===== config.mk =====
export PLATFORM = sky130hd
export DESIGN_NAME = seg_display_scan_flat
export DESIGN_NICKNAME = d
export VERILOG_FILES = /design/src/rtl/seg_display_scan_if.sv /design/src/rtl/seg_display_scan.sv /design/src/flat_wrapper.sv
export SDC_FILE = /design/constraint.sdc
export NUM_CORES = 1
export LEC_CHECK = 0
export ABC_AREA = 0
export CAP_MARGIN = 0
export CORE_UTILIZATION = 49
export DETAILED_ROUTE_END_ITERATION = 10
export GPL_ROUTABILITY_DRIVEN = 0
export GPL_TIMING_DRIVEN = 0
export PLACE_DENSITY = 0.86
export REMOVE_ABC_BUFFERS = 1
export SYNTH_ARGS = -nofsm -noshare
export SYNTH_HDL_FRONTEND = slang
export SYNTH_SLANG_ARGS = --single-unit

===== constraint.sdc =====
create_clock -name clk -period 6.8 [get_ports clk]
set_clock_uncertainty 0.15 [all_clocks]
set_input_delay 2.04 -clock clk [delete_from_list [all_inputs] [get_ports clk]]
set_output_delay 2.04 -clock clk [all_outputs]
set_load 0.01 [all_outputs]

===== src/rtl/seg_display_scan_if.sv =====
// rtl/seg_display_scan_if.sv - source selection inputs and 7-segment drive outputs
interface seg_display_scan_if;
    logic [1:0]  sel;
    logic        blank_lz;
    logic [31:0] display_in;
    logic [31:0] cycle_in;
    logic [31:0] pred_ok_in;
    logic [31:0] pred_fail_in;
    logic [7:0]  an;
    logic [6:0]  seg;
    logic        dp;

    modport slave (
        input  sel, blank_lz, display_in, cycle_in, pred_ok_in, pred_fail_in,
        output an, seg, dp
    );

    modport master (
        output sel, blank_lz, display_in, cycle_in, pred_ok_in, pred_fail_in,
        input  an, seg, dp
    );
endinterface


===== src/rtl/seg_display_scan.sv =====
// rtl/seg_display_scan.sv - 8-digit hex scanner for a common-anode 7-segment display
module seg_display_scan #(
    parameter int SCAN_DIV = 100000,
    parameter int DIGITS   = 8
) (
    input  logic                clk,
    input  logic                clr,
    seg_display_scan_if.slave   io
);
    localparam int DW = (SCAN_DIV > 2) ? $clog2(SCAN_DIV) : 1;

    logic [DW-1:0] div_cnt;
    logic [2:0]    idx;
    logic [31:0]   snap;
    logic [1:0]    sel_q;
    logic          reload;
    logic [7:0]    an_q;
    logic [6:0]    seg_q;
    logic          dp_q;

    logic [31:0]   src;
    logic [31:0]   shifted;
    logic          tick;
    logic          last;
    logic          blank;

    function automatic logic [6:0] hex7(input logic [3:0] n);
        case (n)
            4'h0: hex7 = 7'h40;
            4'h1: hex7 = 7'h79;
            4'h2: hex7 = 7'h24;
            4'h3: hex7 = 7'h30;
            4'h4: hex7 = 7'h19;
            4'h5: hex7 = 7'h12;
            4'h6: hex7 = 7'h02;
            4'h7: hex7 = 7'h78;
            4'h8: hex7 = 7'h00;
            4'h9: hex7 = 7'h10;
            4'hA: hex7 = 7'h08;
            4'hB: hex7 = 7'h03;
            4'hC: hex7 = 7'h46;
            4'hD: hex7 = 7'h21;
            4'hE: hex7 = 7'h06;
            default: hex7 = 7'h0E;
        endcase
    endfunction

    always_comb begin
        src = io.display_in;
        case (io.sel)
            2'd0: src = io.display_in;
            2'd1: src = io.cycle_in;
            2'd2: src = io.pred_ok_in;
            default: src = io.pred_fail_in;
        endcase
    end

    // Shifting the current digit down to bit 0 also exposes everything above it for blanking.
    assign shifted = snap >> {idx, 2'b00};
    assign tick    = (div_cnt == DW'(SCAN_DIV - 1));
    assign last    = (idx == 3'(DIGITS - 1));
    assign blank   = io.blank_lz && (idx != 3'd0) && (shifted == 32'd0);

    always_ff @(posedge clk) begin
        if (clr) begin
            div_cnt <= '0;
            idx     <= 3'd0;
            snap    <= 32'd0;
            sel_q   <= io.sel;
            reload  <= 1'b1;
            an_q    <= 8'hFF;
            seg_q   <= 7'h7F;
            dp_q    <= 1'b1;
        end else begin
            sel_q  <= io.sel;
            reload <= (io.sel != sel_q);
            an_q   <= ~(8'h01 << idx);
            seg_q  <= blank ? 7'h7F : hex7(shifted[3:0]);
            dp_q   <= ({1'b0, io.sel} != idx);
            // A pending reload restarts the frame and suppresses any coincident tick.
            if (reload) begin
                snap    <= src;
                idx     <= 3'd0;
                div_cnt <= '0;
            end else if (tick) begin
                div_cnt <= '0;
                idx     <= last ? 3'd0 : idx + 3'd1;
                if (last) begin
                    snap <= src;
                end
            end else begin
                div_cnt <= div_cnt + DW'(1);
            end
        end
    end

    assign io.an  = an_q;
    assign io.seg = seg_q;
    assign io.dp  = dp_q;
endmodule


===== src/flat_wrapper.sv =====
// flat-port wrapper written by rule: the top's interface ports become plain ports
module seg_display_scan_flat 
#(
    parameter int SCAN_DIV = 100000,
    parameter int DIGITS   = 8
)
  (clk, clr, io_sel, io_blank_lz, io_display_in, io_cycle_in, io_pred_ok_in, io_pred_fail_in, io_an, io_seg, io_dp);
  seg_display_scan_if io_i ();
  input  logic clk;
  input  logic clr;
  input wire logic [$bits(io_i.sel)-1:0] io_sel;
  input wire logic [$bits(io_i.blank_lz)-1:0] io_blank_lz;
  input wire logic [$bits(io_i.display_in)-1:0] io_display_in;
  input wire logic [$bits(io_i.cycle_in)-1:0] io_cycle_in;
  input wire logic [$bits(io_i.pred_ok_in)-1:0] io_pred_ok_in;
  input wire logic [$bits(io_i.pred_fail_in)-1:0] io_pred_fail_in;
  output wire logic [$bits(io_i.an)-1:0] io_an;
  output wire logic [$bits(io_i.seg)-1:0] io_seg;
  output wire logic [$bits(io_i.dp)-1:0] io_dp;
  assign io_i.sel = io_sel;
  assign io_i.blank_lz = io_blank_lz;
  assign io_i.display_in = io_display_in;
  assign io_i.cycle_in = io_cycle_in;
  assign io_i.pred_ok_in = io_pred_ok_in;
  assign io_i.pred_fail_in = io_pred_fail_in;
  assign io_an = io_i.an;
  assign io_seg = io_i.seg;
  assign io_dp = io_i.dp;
  seg_display_scan #(.SCAN_DIV(SCAN_DIV), .DIGITS(DIGITS)) u_core (.clk(clk), .clr(clr), .io(io_i));
endmodule

==> impl_metrics.csv <==
group,metric,value,unit
outcome,outcome,"finished, final reports clean",
place,port-buffer-count,148,
floorplan,rows,32,
detailed_routing,remaining_drc_errors,0,
yosys,yosysWarnings,0,
sta,final_period_demand_of_the_worst_path,3.584,ns
critical_path,ordered_list_of_cells_on_the_worst_path,"mux4_2 -> mux2i_1 -> ha_1 -> nand3b_1 -> a2111oi_2 -> o211ai_1 -> nand3b_1",
finish,num-nets-final,665,
detailed_routing,first_pass_iters,5,
critical_path,critical_path.endpoint_type,"flop",
yosys,synth_area_leader_cell,"sky130_fd_sc_hd__dfxtp_1",
yosys,seq_area_frac_synth,0.3485,
sta,fin_ws,3.216,ns
critical_path,critPathKind,"reg -> reg",
floorplan,initial_core_util,0.5171,
critical_path,worstPathArrival,3.70,ns
sta,final-max-slew-violation-count,0,
floorplan,core,7888,um2
power_and_ir_drop,worst_ir_drop_vdd,101.2,uV
yosys,synth_enable_flop_cells,0,
power_and_ir_drop,total_switching_power,0.2550,mW
sta,report.final.hold_viol_count,0,
yosys,synth_top_area_share,0.3485,
power_and_ir_drop,pwr-share-clk,0.342,
place,placement.setup.worst_slack,3.019,ns
critical_path,timing.critical_path.required,6.92,ns
critical_path,r2r_slack,3.22,ns
cts,tritoncts,"done",
critical_path,critical_path.max_stage_delay,1.03,ns
yosys,postSynth.asyncResetShare,0,
worst_hold_path,worst_min_delay_path_class,"reg -> reg",
sta,slew-limit-headroom,0.2828,
cts,cts.sink_count,71,
finish,fillerInstances,562,
global_route,grt_pass1_wl,16400,um
critical_path,critPathMostFrequentCell,"sky130_fd_sc_hd__nand3b_1",
finish,sequential_cell_area,1421,um2
cts,clkLatencyLatePin,0.35,ns
yosys,netlist_top_cells_area,"sky130_fd_sc_hd__dfxtp_1 35%, sky130_fd_sc_hd__mux4_2 22%, sky130_fd_sc_hd__mux2i_1 10%",
floorplan,chip_width,93.24,um
yosys,ys.flop_type,"sky130_fd_sc_hd__dfxtp_1",
place,detailed_place_hpwl,7691,um
cts,clock_path_buffers,2,
critical_path,worst-r2r-cell-count,7,
cts,clockRootBuffer,"sky130_fd_sc_hd__clkbuf_8",
power_and_ir_drop,power,1.060,mW
yosys,yosys_register_bits,71,
finish,multi_input_combinational_cell_area,2510,um2
power_and_ir_drop,seq_power_share,0.435,
global_route,globalRouteOverflowTotal,0,
sta,tns,0,ns
sta,setup_viol_count_final,0,
sta,clock.fmax,0.2790,GHz
floorplan,io_count,149,
critical_path,cp-start-kind,"flop",
floorplan,dieHeight,93.24,um
cts,postCtsHoldBufs,0,
cts,cts_setup_buffers,0,
finish,final_design_area_excluding_fillers,5814,um2
run,max_cap_violations,0,
global_route,grt_util_overall,0.2427,
power_and_ir_drop,p_leak,2.144,nW
critical_path,r2r_startpoint,"u_core.idx[0]",
critical_path,reg2reg_to,"u_core.io.seg[0]",
sta,tightestPinTransition,1.074,ns
global_route,first_global_vias,3581,
detailed_routing,routed_wl,9927,um
global_route,grt_antenna_before_repair,0,
detailed_routing,drtAntennaViolNets,0,
cts,cts-resized-gates,0,
floorplan,design.die.area,8693,um2
yosys,netlist_area,4079,um2
yosys,syn_inst,382,
sta,rsz0062_at_grt,"no",
critical_path,critical_path.max_fanout,24,
detailed_routing,route.detailed.vias_per_inst,5.586,
yosys,syn_avg_cell_area,10.68,um2
detailed_routing,vias,3497,
yosys,yosys.cell_types.count,45,
power_and_ir_drop,switching_part_of_the_total,0.2405,
finish,area_growth_syn_to_layout,42.55,%
power_and_ir_drop,p_per_area,182.4,nW/um2
place,dpl-instance-area,5603,um2
finish,layout_cells_sized_above_1,0.1317,
finish,num_antenna_cells,0,
cts,clk_pin_slew,0.07,ns
cts,cts.htree.levels,3,
global_route,grt_max_degree,49,
cts,cts_made_buffers,9,
critical_path,crit_path_top_delay_cell,"sky130_fd_sc_hd__dfxtp_1",
power_and_ir_drop,p_int,0.8054,mW
power_and_ir_drop,combinationalPowerShare,0.223,
worst_hold_path,min_delay_worst_endpoint,"u_core.div_cnt[0]",
worst_hold_path,start_point_of_the_worst_min_delay_path,"u_core.div_cnt[0]",
sta,post-route-period-util,0.5270,
detailed_routing,route.detailed.wl_per_inst,15.86,um
detailed_routing,first_iter_violations,161,
worst_hold_path,worstHoldPathCells,1,
worst max-delay path by stage:
stage / startpoint / end / slack [ns] / depth (start not counted)
after floorplan: u_core.idx[0] / u_core.snap[0] / 3.71 / 5
after global placement: io_sel[0] / u_core.snap[0] / 1.45 / 4
after detailed placement: io_sel[0] / u_core.snap[1] / 3.02 / 5
after CTS: u_core.idx[0] / u_core.io.seg[0] / 3.22 / 7
after global routing: u_core.idx[0] / u_core.io.seg[0] / 2.96 / 7
final: u_core.idx[0] / u_core.io.seg[0] / 3.22 / 7
layout make-up:
| type | instances | share of cell area |
|---|---|---|
| Multi-Input combinational cell | 280 | 0.4317 |
| Tap cell | 102 | 0.02195 |
| Inverter | 8 | 0.005165 |
| Clock buffer | 11 | 0.02432 |
| Clock inverter | 4 | 0.01205 |
| Timing Repair Buffer | 150 | 0.2604 |
| Sequential cell | 71 | 0.2445 |
sequential cells by signal (all words and copies together) (netlist names):
| register | cells |
|---|---|
| u_core.snap | 32 |
| u_core.div_cnt | 17 |
| u_core.io.an | 8 |
| u_core.io.seg | 7 |
| u_core.idx | 3 |
| u_core.sel_q | 2 |
| u_core.io.dp | 1 |
| u_core.reload | 1 |
cells in the final DEF, fill, tap and decap left out, types with 2 or more instances in the layout:
cell	instances
sky130_fd_sc_hd__clkbuf_8	10
sky130_fd_sc_hd__a21oi_1	3
sky130_fd_sc_hd__clkdlybuf4s50_1	145
sky130_fd_sc_hd__xnor2_1	7
sky130_fd_sc_hd__buf_2	3
sky130_fd_sc_hd__nor2_1	71
sky130_fd_sc_hd__o22ai_1	5
sky130_fd_sc_hd__nor4_1	4
sky130_fd_sc_hd__ha_1	12
sky130_fd_sc_hd__or3_1	2
sky130_fd_sc_hd__mux4_2	40
sky130_fd_sc_hd__mux2i_1	42
sky130_fd_sc_hd__clkinv_2	2
sky130_fd_sc_hd__nor3_1	10
sky130_fd_sc_hd__nand3_1	9
sky130_fd_sc_hd__dfxtp_1	71
sky130_fd_sc_hd__bufinv_16	2
sky130_fd_sc_hd__nor3b_1	2
sky130_fd_sc_hd__inv_1	7
sky130_fd_sc_hd__nand2_1	28
sky130_fd_sc_hd__and3_1	4
sky130_fd_sc_hd__nand3b_1	2
sky130_fd_sc_hd__nand2b_1	3
sky130_fd_sc_hd__o21ai_0	2
sky130_fd_sc_hd__mux2_2	4
sky130_fd_sc_hd__xor2_1	12
stage by stage:
stage / instances / hold slack (ns) / util
detailed placement: 611 / 0.3047 / 0.7103
floorplan: 359 / 0.2762 / -
CTS: 626 / 0.3192 / 0.7372
global route: 626 / 0.3475 / 0.7372
finish: 626 / 0.3218 / 0.7372
global placement: 609 / 0.2916 / 0.7053
cells in the mapped netlist, types with 2 or more instances:
master / instances
sky130_fd_sc_hd__mux2_2: 4
sky130_fd_sc_hd__clkbuf_1: 10
sky130_fd_sc_hd__buf_1: 4
sky130_fd_sc_hd__nor3b_1: 2
sky130_fd_sc_hd__o21ai_0: 2
sky130_fd_sc_hd__nand2_1: 28
sky130_fd_sc_hd__nor2_1: 71
sky130_fd_sc_hd__nor4_1: 4
sky130_fd_sc_hd__o22ai_1: 5
sky130_fd_sc_hd__ha_1: 12
sky130_fd_sc_hd__inv_1: 7
sky130_fd_sc_hd__and3_1: 4
sky130_fd_sc_hd__xor2_1: 12
sky130_fd_sc_hd__nand3b_1: 2
sky130_fd_sc_hd__buf_2: 4
sky130_fd_sc_hd__nor3_1: 10
sky130_fd_sc_hd__mux2i_1: 42
sky130_fd_sc_hd__xnor2_1: 7
sky130_fd_sc_hd__nand3_1: 9
sky130_fd_sc_hd__dfxtp_1: 71
sky130_fd_sc_hd__or3_1: 2
sky130_fd_sc_hd__buf_6: 4
sky130_fd_sc_hd__a21oi_1: 3
sky130_fd_sc_hd__nand2b_1: 3
sky130_fd_sc_hd__mux4_2: 40
critical path, delay by kind of cell (launching register included):
family                     cells  cell delay, ns
muxes                          2            1.10
DFF                            1            1.03
AOI/OAI and AO/OA              2            0.63
adders and majority gates      1            0.31
and+or+nand+nor                2            0.29
power groups by stage:
stage / logic (mW) / clock network (mW) / registers [mW]
final: 0.236 / 0.363 / 0.461
after global routing: 0.254 / 0.388 / 0.464
after CTS: 0.237 / 0.367 / 0.461
after detailed placement: 0.235 / 0 / 0.470
after global placement: 0.228 / 0 / 0.469
after floorplan: 0.112 / 0 / 0.466
routing by layer:
metal  vias to the layer above  part of all wire  GRT usage
met3                        16             0.051    0.04065
met5                         -                 0          0
met4                         0             0.021     0.1000
li1                       1669                 -          -
met2                       128              0.54     0.4455
met1                      1684              0.39     0.2775
cells by family after synthesis:
family | Yosys count | share of synthesized area
AND/OR/NAND/NOR | 141 | 0.1577
multiplexers | 87 | 0.3405
flip-flops | 71 | 0.3485
buffers and inverters | 31 | 0.03804
AO/OA/AOI/OAI | 21 | 0.03773
XOR/XNOR | 19 | 0.04080
adder cells (fa/ha/maj) | 12 | 0.03681
Power figures use the tool's default switching activity.
